**src/rtl/cic_comb_decimator_comb_stage.sv**
```systemverilog
// One comb section of the CIC decimator: y <= x - x_prev on each valid sample,
// modulo 2^W, with a one-cycle valid flag following the input strobe.
module comb_stage #(
    parameter int unsigned W = 32
) (
    input  logic         clk,
    input  logic         reset,
    input  logic [W-1:0] x,
    input  logic         v,
    output logic [W-1:0] y,
    output logic         v_out
);

    logic [W-1:0] d_q, d_d;
    logic [W-1:0] y_q, y_d;
    logic         v_q, v_d;

    // Data and delay only move on a valid sample; the flag always follows v.
    always_comb begin
        d_d = d_q;
        y_d = y_q;
        v_d = v;
        if (v) begin
            y_d = x - d_q;
            d_d = x;
        end
    end

    always_ff @(posedge clk) begin
        if (reset) begin
            d_q <= '0;
            y_q <= '0;
            v_q <= 1'b0;
        end else begin
            d_q <= d_d;
            y_q <= y_d;
            v_q <= v_d;
        end
    end

    assign y     = y_q;
    assign v_out = v_q;

endmodule

```
**src/rtl/cic_comb_decimator.sv**
```systemverilog
// CIC decimator back end: keeps every R-th valid integrator sample and feeds it
// through N pipelined comb stages; one out_valid strobe per R valid inputs.
module cic_comb_decimator #(
    parameter int unsigned W = 32,
    parameter int unsigned R = 4,
    parameter int unsigned N = 2
) (
    input  logic         clk,
    input  logic         reset,
    input  logic [W-1:0] in,
    input  logic         in_valid,
    output logic [W-1:0] out,
    output logic         out_valid
);

    localparam int unsigned CW = $clog2(R);

    logic [CW-1:0] cnt_q, cnt_d;
    logic          taken_c;

    // Decimation counter: wraps on the R-th valid sample, which is the one kept.
    always_comb begin
        cnt_d   = cnt_q;
        taken_c = 1'b0;
        if (in_valid) begin
            if (cnt_q == CW'(R - 1)) begin
                cnt_d   = '0;
                taken_c = 1'b1;
            end else begin
                cnt_d = cnt_q + CW'(1);
            end
        end
    end

    always_ff @(posedge clk) begin
        if (reset) begin
            cnt_q <= '0;
        end else begin
            cnt_q <= cnt_d;
        end
    end

    logic [W-1:0] x_s [N+1];
    logic         v_s [N+1];

    assign x_s[0] = in;
    assign v_s[0] = taken_c;

    for (genvar i = 0; i < N; i++) begin : g_comb
        comb_stage #(.W(W)) u_stage (
            .clk   (clk),
            .reset (reset),
            .x     (x_s[i]),
            .v     (v_s[i]),
            .y     (x_s[i+1]),
            .v_out (v_s[i+1])
        );
    end

    assign out       = x_s[N];
    assign out_valid = v_s[N];

endmodule
```
**config.mk**
```make
export PLATFORM = sky130hd
export DESIGN_NAME = cic_comb_decimator
export DESIGN_NICKNAME = d
export VERILOG_FILES = /design/src/rtl/cic_comb_decimator_comb_stage.sv /design/src/rtl/cic_comb_decimator.sv
export SDC_FILE = /design/constraint.sdc
export NUM_CORES = 1
export LEC_CHECK = 0
export CORE_MARGIN = 2
export CORE_UTILIZATION = 63
export CTS_CLUSTER_DIAMETER = 200
export DETAILED_ROUTE_END_ITERATION = 7
export GPL_TIMING_DRIVEN = 0
export MAX_ROUTING_LAYER = met4
export PLACE_DENSITY_LB_ADDON = 0.2
export REMOVE_ABC_BUFFERS = 1
export SETUP_SLACK_MARGIN = 0.05
export SYNTH_ARGS = -nofsm -noshare
export SYNTH_HDL_FRONTEND = slang
export SYNTH_SLANG_ARGS = --single-unit
```
**constraint.sdc**
```tcl
create_clock -name clk -period 7.2 [get_ports clk]
set_clock_uncertainty 0.2 [all_clocks]
set_input_delay 1.08 -clock clk [delete_from_list [all_inputs] [get_ports clk]]
set_output_delay 1.08 -clock clk [all_outputs]
set_load 0.005 [all_outputs]
```
; Word-level counts from Yosys, hierarchy flattened
; Cells that the tools add are included.
[word_totals]
regBits = 132
in_bits = 35
latchBits = 0
rom_bits = 0
elab_cells = 14
mem_count = 0
ram_bits = 0
out_inout_bits = 33
[classes]
n_mul = 0
div_mod_pow = 0
eq_ne = 1
shift = 0
muxes = 3
n_reduce_logical = 0
bitwise = 0
n_addsub = 3
n_lt_le_gt_ge = 0
[op_table]
columns = operator, count
row1 = $sub A32 B32 Y32, 2
row2 = $add A2 B1 Y2 const B, 1
row3 = $eq A2 B2 Y1 const B, 1
row4 = $mux W1, 2
row5 = $mux W2, 1

; Longest topological paths before layout
; Gate-level depths: netlist (run 1).
[depth]
depth_word = 3
mapped_depth = 12
depth_no_buf = 12

; By module
; Synthesis (run 1) repeated with hierarchy kept, for this count alone.
[unflattened]
hier_cells = 995
area_unflattened_um2 = 8206.6
[modules_own_cells]
columns = mod, n_inst, seq_area_each_um2, area_per_inst_um2, cells_per_inst
row1 = comb_stage at g_comb[0].u_stage, 1, 1301.2, 4162.7, 510
row2 = comb_stage at g_comb[1].u_stage, 1, 1301.2, 3951.3, 476
row3 = cic_comb_decimator, 1, 40.0, 92.6, 9

; Worst setup path after synthesis (run 1)
; No wires, ideal clock.
[synth_path]
path_kind = input to register
from = input port in[0]
to = register g_comb[0].u_stage.y_q[30]
slack_ns = 3.287
required_time_ns = 6.883
arrival_ns = 3.596
stages = 12
setup_ns = 0.117
n_path_buf = 0
path_cell_list = inv_1 -> ha_1 -> fa_1 -> nor2b_4 -> o31a_1 -> o31a_1 -> a2111o_1 -> a221o_2 -> a311oi_4 -> a21oi_2 -> xor2_1 -> a22o_1
[synth_between]
elab_chain_len = 1
[synth_rtl]
columns = item, line
row1 = from (decl), cic_comb_decimator.sv:10  ; input logic [W-1:0] in,
row2 = $sub A32 B32 Y32, cic_comb_decimator_comb_stage.sv:24  ; y_d = x - d_q;
row3 = to (signal assigned), cic_comb_decimator_comb_stage.sv:36  ; y_q <= y_d;
row4 = to (decl), cic_comb_decimator_comb_stage.sv:15  ; logic [W-1:0] y_q, y_d;
; Every way passes these cells.
; A chain may end at the register's enable or synchronous reset.

; Worst setup path after layout (run 1)
; Ends and elaborated chain as after synthesis.

==> metrics.sh, run 1 <==
RUN_STATUS='finished, final reports clean'
HOLD-PATH-CELL-COUNT=2
SYNTH.TOP_CELL.AREA_SHARE_PCT=33.2
FINAL.MIN_CLOCK_PERIOD_NS=4.21
IR_DROP_mV=0.141
WORST_HOLD_PATH_TYPE='reg2reg'
TIMING.RR.START='g_comb[0].u_stage.y[0]'
NUM_ROWS=41
MAX-CAP-VIOLATIONS=0
HIGHEST_NET_FANOUT_ALONG_THE_WORST_PATH=5
START_UTIL_PCT=63.9
ANTENNA_FOUND_INITIAL=0
AVGSYNTHCELLAREA_UM2=7.93
CRITPATHKIND='in2reg'
WL_MET1_UM=8180
STATIC-LEAKAGE-POWER_nW=3.60
WORST_SLEW_MARGIN_REL_PCT=47.6
ASYNCSETRESETFLOPFRACSYNTH_PCT=0
MAX_CLOCK_FREQ_MHz=238
LAYOUT-DRIVE-GT1-SHARE_PCT=5.01
FINAL-SETUP-VIOL-COUNT=0
POST_CTS_HOLD_BUFFER_COUNT=0
VIAS_PER_STD_CELL=5.66
CRIT_PATH_START_KIND='input pin'
SYNTH_CELLS=1005
CLOCKBUFFERDEPTH=2
DP_HPWL_UM=11800
MET2_WIRELENGTH_UM=7930
BUFFER_PORTS.INSERTED=67
SYNTH-MAIN-FF-CELL='sky130_fd_sc_hd__dfxtp_1'
DATA_REQUIRED_TIME_OF_THE_CRITICAL_PATH_NS=7.32
TIMING.FINAL.CRIT_SHARE_PCT=58.5
ROUTE.ANTENNA.REMAINING_NETS=0
NETLIST-CELL-TYPE-COUNT=63
WORST_SETUP_HOLD_PATH_CLK_SLEW_NS=0.06
SYNTH.AREA.TOP_CELLS='sky130_fd_sc_hd__dfxtp_1, sky130_fd_sc_hd__ha_1, sky130_fd_sc_hd__a21oi_1'
CTS_NUM_SINKS=132
NUMBER_OF_GLOBAL_ROUTE_VIAS_BEFORE_REPAIR=6312
PLACED_CELL_AREA_MM2=0.00876
DRT_ITER0_DRC=652
GLOBAL_ROUTE.USAGE.TOTAL_PCT=27.5
NETLIST_AREA_MM2=0.00797
ROUTE.VIAS.TOTAL=6967
GRT_START_MAX_NET_PINS=77
DR_WL_MET3_UM=903
NETLIST.TOP_CELL.BY_AREA='sky130_fd_sc_hd__dfxtp_1'
DRT_PASS1_ITERATIONS=6
UNREPAIRED_SETUP_ENDPOINTS_AFTER_GLOBAL_ROUTING='no'
FP.DIEH_UM=116
HOLD_PATH_STARTPOINT='g_comb[0].u_stage.d_q[14]'
DESIGN.CORE.AREA_MM2=0.0125
CRIT_PATH_END_KIND='register'
DIE_X_UM=116
LAYOUT.NETS=1145
FINAL_CORE_UTIL_PCT=75.5
FINALWEIGHTEDCONGESTION=0.878
CTS_RESIZED=0
WORSTMARGINPINSLEW_NS=0.785
SYNTH-EDFF-COUNT=0
AREA_DELTA_SYNTH_FINAL_PCT=18.1
CTS_SETUP_BUFFERS=0
FINAL-HOLD-VIOLATION-COUNT=0
ROUTE.FINAL.WIRE_LENGTH_UM=17200
FLOORPLAN.IO_PINS=68
CLKLATENCYLATEPIN_NS=0.43
SYNTH-SEQ-CELLS=132
WIRE_LENGTH_OF_THE_FIRST_GLOBAL_ROUTING_PASS_UM=29400
CLOCK-ROOT-BUFFER='sky130_fd_sc_hd__clkbuf_16'
LAYOUT_COMMONEST_CELL='sky130_fd_sc_hd__nand2_1'
N_ANTENNA_CELL=0
WORST-ENDPOINT-ARRIVAL_NS=4.33
DRV_SLEW=0
FLOORPLAN.DIE_AREA_MM2=0.0136
TIMING.REG2REG.WORST_PATH_DEPTH=12
WORST_SETUP_SP='in[0]'
NUMCTSBUFFERS=17
CTS-HTREE-LEVELS=4
CTS_TREE='done'
AREA_OF_ALL_PLACED_CELLS_WITHOUT_FILLERS_MM2=0.00941
MOST_FREQUENT_CELLS_IN_THE_LAYOUT='sky130_fd_sc_hd__nand2_1, sky130_fd_sc_hd__dfxtp_1, sky130_fd_sc_hd__a21oi_1, sky130_fd_sc_hd__nor2_1, sky130_fd_sc_hd__inv_1'
HIGHEST_LAYER='met4'
SYNTH.YOSYS.WARNINGS=0
DETAIL_ROUTE.WL_PER_CELL_UM=14.0
GR-TOTAL-OVERFLOW=0
DRC_ERRORS=0
PWR_DENSITY_CELL_mW_PER_MM2=204
SYNTH_SEQUENTIAL_AREA_RATIO_PCT=33.2
[registers in the layout (all words and copies together) (netlist names)]
| register | cells |
|---|---|
| g_comb.u_stage.y | 64 |
| cnt_q | 2 |
| g_comb.u_stage.v_out | 2 |
| g_comb.u_stage.d_q | 64 |
[cell families after synthesis]
kind of cell	share of synthesized area, %
and+or+nand+nor	17.4
AOI/OAI and AO/OA	21.5
DFF	33.2
buffers and inverters	5.89
adders and majority gates	10.4
muxes	6.80
xor gates and xnor gates	4.95
[cell type report]
cell class,instances,area (um^2)
Clock buffer,19,443
Clock inverter,13,206
Fill cell,922,3060
Inverter,75,282
Multi-Input combinational cell,748,4860
Sequential cell,132,2650
Tap cell,172,215
Timing Repair Buffer,71,756
[synthesized netlist by cell type (5+ instances only)]
library cell and number:
sky130_fd_sc_hd__ha_1 63, sky130_fd_sc_hd__o31a_1 10, sky130_fd_sc_hd__nand2_1 143, sky130_fd_sc_hd__o31ai_1 5
sky130_fd_sc_hd__o21ai_0 27, sky130_fd_sc_hd__clkbuf_1 47, sky130_fd_sc_hd__a21o_1 30, sky130_fd_sc_hd__dfxtp_1 132
sky130_fd_sc_hd__nor2b_1 8, sky130_fd_sc_hd__nand3_1 17, sky130_fd_sc_hd__and3_1 9, sky130_fd_sc_hd__a211oi_1 12
sky130_fd_sc_hd__xnor2_1 28, sky130_fd_sc_hd__and2_1 6, sky130_fd_sc_hd__nor2_1 94, sky130_fd_sc_hd__a21oi_1 115
sky130_fd_sc_hd__nand4_1 5, sky130_fd_sc_hd__nor3_1 15, sky130_fd_sc_hd__mux2i_1 53, sky130_fd_sc_hd__o21bai_1 7
sky130_fd_sc_hd__a31oi_1 8, sky130_fd_sc_hd__o21a_1 14, sky130_fd_sc_hd__xor2_1 17, sky130_fd_sc_hd__inv_1 74
[worst max-delay path: stages]
cell and delay (ns):
sky130_fd_sc_hd__clkdlybuf4s50_1 0.42, sky130_fd_sc_hd__inv_1 0.07, sky130_fd_sc_hd__ha_1 0.19, sky130_fd_sc_hd__fa_1 0.24, sky130_fd_sc_hd__nor2b_4 0.06, sky130_fd_sc_hd__o31a_1 0.27
sky130_fd_sc_hd__o31a_1 0.33, sky130_fd_sc_hd__a2111o_1 0.46, sky130_fd_sc_hd__a221o_2 0.41, sky130_fd_sc_hd__a311oi_4 0.34, sky130_fd_sc_hd__a21oi_2 0.11, sky130_fd_sc_hd__xor2_1 0.15
sky130_fd_sc_hd__a22o_1 0.19
[per-stage QoR]
stage                     setup TNS (ns)  hold slack (ns)  setup slack (ns)  total power, mW  std cells
after global routing                   0            0.268              2.86             1.99       1230
after detailed placement               0            0.248              2.59            0.981       1198
after floorplan                        0            0.230              3.29            0.912        955
after CTS                              0            0.255              3.00             1.93       1230
after global placement            -0.375            0.242            -0.313            0.978       1194
final                                  0            0.252              2.99             1.92       1230
[routing by layer]
metal | vias up | track usage (%)
li1 | 3565 | -
met1 | 3128 | 37.4
met2 | 246 | 42.2
met3 | 28 | 4.57
met4 | 0 | 8.25
met5 | - | -
[power by group]
part / internal, mW / switching [mW] / leakage, nW
clock network: 0.623 / 0.326 / 0.313
registers: 0.736 / 0.00440 / 1.06
logic: 0.103 / 0.129 / 2.22
total: 1.46 / 0.459 / 3.60
[worst paths after layout]
| path | slack [ns] | to |
|---|---|---|
| max | 2.99 | g_comb[0].u_stage.y[30] |
| min reg2reg | 0.25 | g_comb[0].u_stage.d_q[14] |
| max reg2reg | 3.71 | g_comb[1].u_stage.y[30] |
| min | 0.25 | g_comb[0].u_stage.d_q[14] |
No activity file was read; power rests on OpenSTA's default activity.
==> run 2: changes to the inputs <==
- CORE_UTILIZATION: 63 -> 59
- clock period: 7.2 -> 4.1 ns (I/O delays scaled with it)
==> run 2 against run 1 <==
Utilization down 4.4 points. Global-route usage fell by 2.8 points. Sequential power grew 76%. First-iteration DRC count decreased by 38%. Total power is 70% higher. Cell count grew 0.33%. Routed wire length decreased by 2.4%. Clock power is 63% higher. Die area is 6.5% higher. Combinational power up 76%. Critical path depth is the same. Critical endpoint unchanged. Largest cell class unchanged.
==> metrics.sh, run 2 (same netlist as run 1, synthesis figures left out) <==
RUN_STATUS='finished, final reports clean'
ROUTE.FINAL.WIRE_LENGTH_UM=16800  # -2.4%
GR-TOTAL-OVERFLOW=0  # unchanged
HIGHEST_NET_FANOUT_ALONG_THE_WORST_PATH=5  # unchanged
CTS_NUM_SINKS=132  # unchanged
DRV_SLEW=0  # unchanged
FLOORPLAN.IO_PINS=68  # unchanged
DRT_ITER0_DRC=406  # -38%
MAX-CAP-VIOLATIONS=0  # unchanged
WORST_PATH_DOMINANT_CELL_FAMILY='compound AO/OA/AOI/OAI gates'
WORST_SLEW_MARGIN_REL_PCT=52.2  # +4.6 points
CLOCK-ROOT-BUFFER='sky130_fd_sc_hd__clkbuf_16'
DETAIL_ROUTE.WL_PER_CELL_UM=13.6  # -2.7%
WORST_HOLD_PATH_TYPE='reg2reg'
DATA_REQUIRED_TIME_OF_THE_CRITICAL_PATH_NS=4.22  # -3.10 ns
FINAL.MIN_CLOCK_PERIOD_NS=3.76
WORSTMARGINPINSLEW_NS=0.716  # -0.0691 ns
LAYOUT.NETS=1145  # unchanged
DP_HPWL_UM=11900  # +0.20%
VIAS_PER_STD_CELL=5.58  # -1.5%
PLACED_CELLS_INCL_TAPS=1202  # +0.33%
ROUTE.VIAS.TOTAL=6888  # -1.1%
CTS_RESIZED=0  # unchanged
CRITPATHKIND='in2reg'
FINALWEIGHTEDCONGESTION=0.880  # +0.23%
DESIGN.CORE.AREA_MM2=0.0132  # +5.8%
START_UTIL_PCT=60.4  # -3.5 points
MAX_CLOCK_FREQ_MHz=266
ANTENNA_FOUND_INITIAL=0  # unchanged
PATH_COMMON_CELL='sky130_fd_sc_hd__o31a_1'
CLKLATENCYLATEPIN_NS=0.42  # about the same
FLOORPLAN.DIE_AREA_MM2=0.0145  # +6.5%
FP.DIEH_UM=120  # +3.2%
BUFFER_PORTS.INSERTED=67  # unchanged
WORST-ENDPOINT-ARRIVAL_NS=3.87  # -0.46 ns
PWR_DENSITY_CELL_mW_PER_MM2=347  # +70%
N_ANTENNA_CELL=0  # unchanged
POST_CTS_HOLD_BUFFER_COUNT=0  # unchanged
LAYOUT_COMMONEST_CELL='sky130_fd_sc_hd__nand2_1'
FIN_WS_NS=0.344  # -2.65 ns
UNREPAIRED_SETUP_ENDPOINTS_AFTER_GLOBAL_ROUTING='no'
TIMING.CRITICAL_PATH.SLOWEST_CELL_DELAY_NS=0.46  # about the same
WIRE_LENGTH_OF_THE_FIRST_GLOBAL_ROUTING_PASS_UM=28700  # -2.2%
GRT_START_MAX_NET_PINS=67  # -13%
CRIT_PATH_START_KIND='input pin'
CTS_TREE='done'
FINAL-HOLD-VIOLATION-COUNT=0  # unchanged
MOST_FREQUENT_CELLS_IN_THE_LAYOUT='sky130_fd_sc_hd__nand2_1, sky130_fd_sc_hd__dfxtp_1, sky130_fd_sc_hd__a21oi_1, sky130_fd_sc_hd__nor2_1, sky130_fd_sc_hd__inv_1'
NUM_ROWS=42  # +2.4%
CRITICAL_PATH_BUF_INV_COUNT=2  # unchanged
ROUTE.ANTENNA.REMAINING_NETS=0  # unchanged
CLOCKBUFFERDEPTH=2  # unchanged
AREA_DELTA_SYNTH_FINAL_PCT=17.7
CRIT_PATH_END_KIND='register'
FINAL-SETUP-VIOL-COUNT=0  # unchanged
NUMBER_OF_GLOBAL_ROUTE_VIAS_BEFORE_REPAIR=6135  # -2.8%
PRE_CTS_WS_NS=-0.0784  # -2.67 ns
NUMCTSBUFFERS=17  # unchanged
DRT_PASS1_ITERATIONS=5  # -1
CRITPATHSLOWESTCELL='sky130_fd_sc_hd__a2111o_1'
DRC_ERRORS=0  # unchanged
LAYOUT_TOP_REGISTERS='g_comb.u_stage.d_q x64, g_comb.u_stage.y x64'
CTS_SETUP_BUFFERS=0  # unchanged
PATH_CELLS='clkdlybuf4s50_1 > inv_1 > ha_1 > fa_1 > nor2b_4 > o31a_1 > o31a_1 > a2111o_1 > a221o_2 > a311oi_4 > a21oi_2 > xor2_1 > a22o_1'
TIMING.FINAL.CRIT_SHARE_PCT=91.6
LAYOUT-DRIVE-GT1-SHARE_PCT=4.82  # -0.19 points
LAYOUTNONFILLERINSTCOUNT=1234  # +0.33%
WORST_SETUP_HOLD_PATH_CLK_SLEW_NS=0.06  # about the same
DIE_X_UM=120  # +3.2%
TIMING.REG2REG.SETUP_SLACK_NS=0.65  # -3.06 ns
CTS-HTREE-LEVELS=4  # unchanged
GLOBAL_ROUTE.USAGE.TOTAL_PCT=24.7  # -2.8 points
IR_DROP_mV=0.239  # +69%
STATIC-LEAKAGE-POWER_nW=3.58  # -0.37%
==> run 2: tightest hold or removal path, cell delays in order (launching register included) <==
cell	delay, ns
sky130_fd_sc_hd__dfxtp_1	0.30
sky130_fd_sc_hd__nand2_1	0.05
sky130_fd_sc_hd__a21oi_1	0.05
==> run 2: cell type report <==
cell class / count / area (um^2)
Inverter: 75 / 282
Clock inverter: 9 / 126
Fill cell: 1098 / 3810
Clock buffer: 23 / 478
Sequential cell: 132 / 2650
Tap cell: 176 / 220
Multi-Input combinational cell: 748 / 4860
Timing Repair Buffer: 71 / 763
==> run 2: path summary, 6_finish.rpt <==
check / startpoint / cells past startpoint / to
hold / removal: g_comb[0].u_stage.d_q[11] / 2 / g_comb[0].u_stage.d_q[11]
setup reg to reg: g_comb[0].u_stage.y[0] / 12 / g_comb[1].u_stage.y[30]
hold reg to reg: g_comb[0].u_stage.d_q[11] / 2 / g_comb[0].u_stage.d_q[11]
setup / recovery: in[0] / 13 / g_comb[0].u_stage.y[30]
==> run 2: power breakdown <==
part	internal, mW	total [mW]	switching [mW]
clock	1.00	1.55	0.549
sequential	1.29	1.30	0.00721
combinational	0.182	0.408	0.226
total	2.47	3.26	0.782
==> run 2: routing by layer <==
| metal | vias to the layer above | track usage, % | part of all wire (%) | wire length [um] |
|---|---|---|---|---|
| met5 | - | - | 0 | 0 |
| met4 | 0 | 7.27 | 1.3 | 220 |
| met3 | 21 | 5.33 | 4.0 | 666 |
| met2 | 160 | 36.0 | 43 | 7220 |
| met1 | 3142 | 34.7 | 52 | 8730 |
| li1 | 3565 | - | - | - |
==> run 2: stage by stage <==
step | instance area, um^2 | hold slack (ns) | TNS, ns | utilization, % | power [mW]
3_3_place_gp | 8670 | 0.242 | -129.04 | 65.7 | 1.72
6_report | 9380 | 0.253 | 0 | 71.1 | 3.26
3_5_place_dp | 8770 | 0.247 | -0.0784 | 66.5 | 1.73
5_1_grt | 9380 | 0.273 | 0 | 71.1 | 3.38
2_1_floorplan | 7780 | 0.230 | 0 | - | 1.60
4_1_cts | 9380 | 0.255 | 0 | 71.1 | 3.27
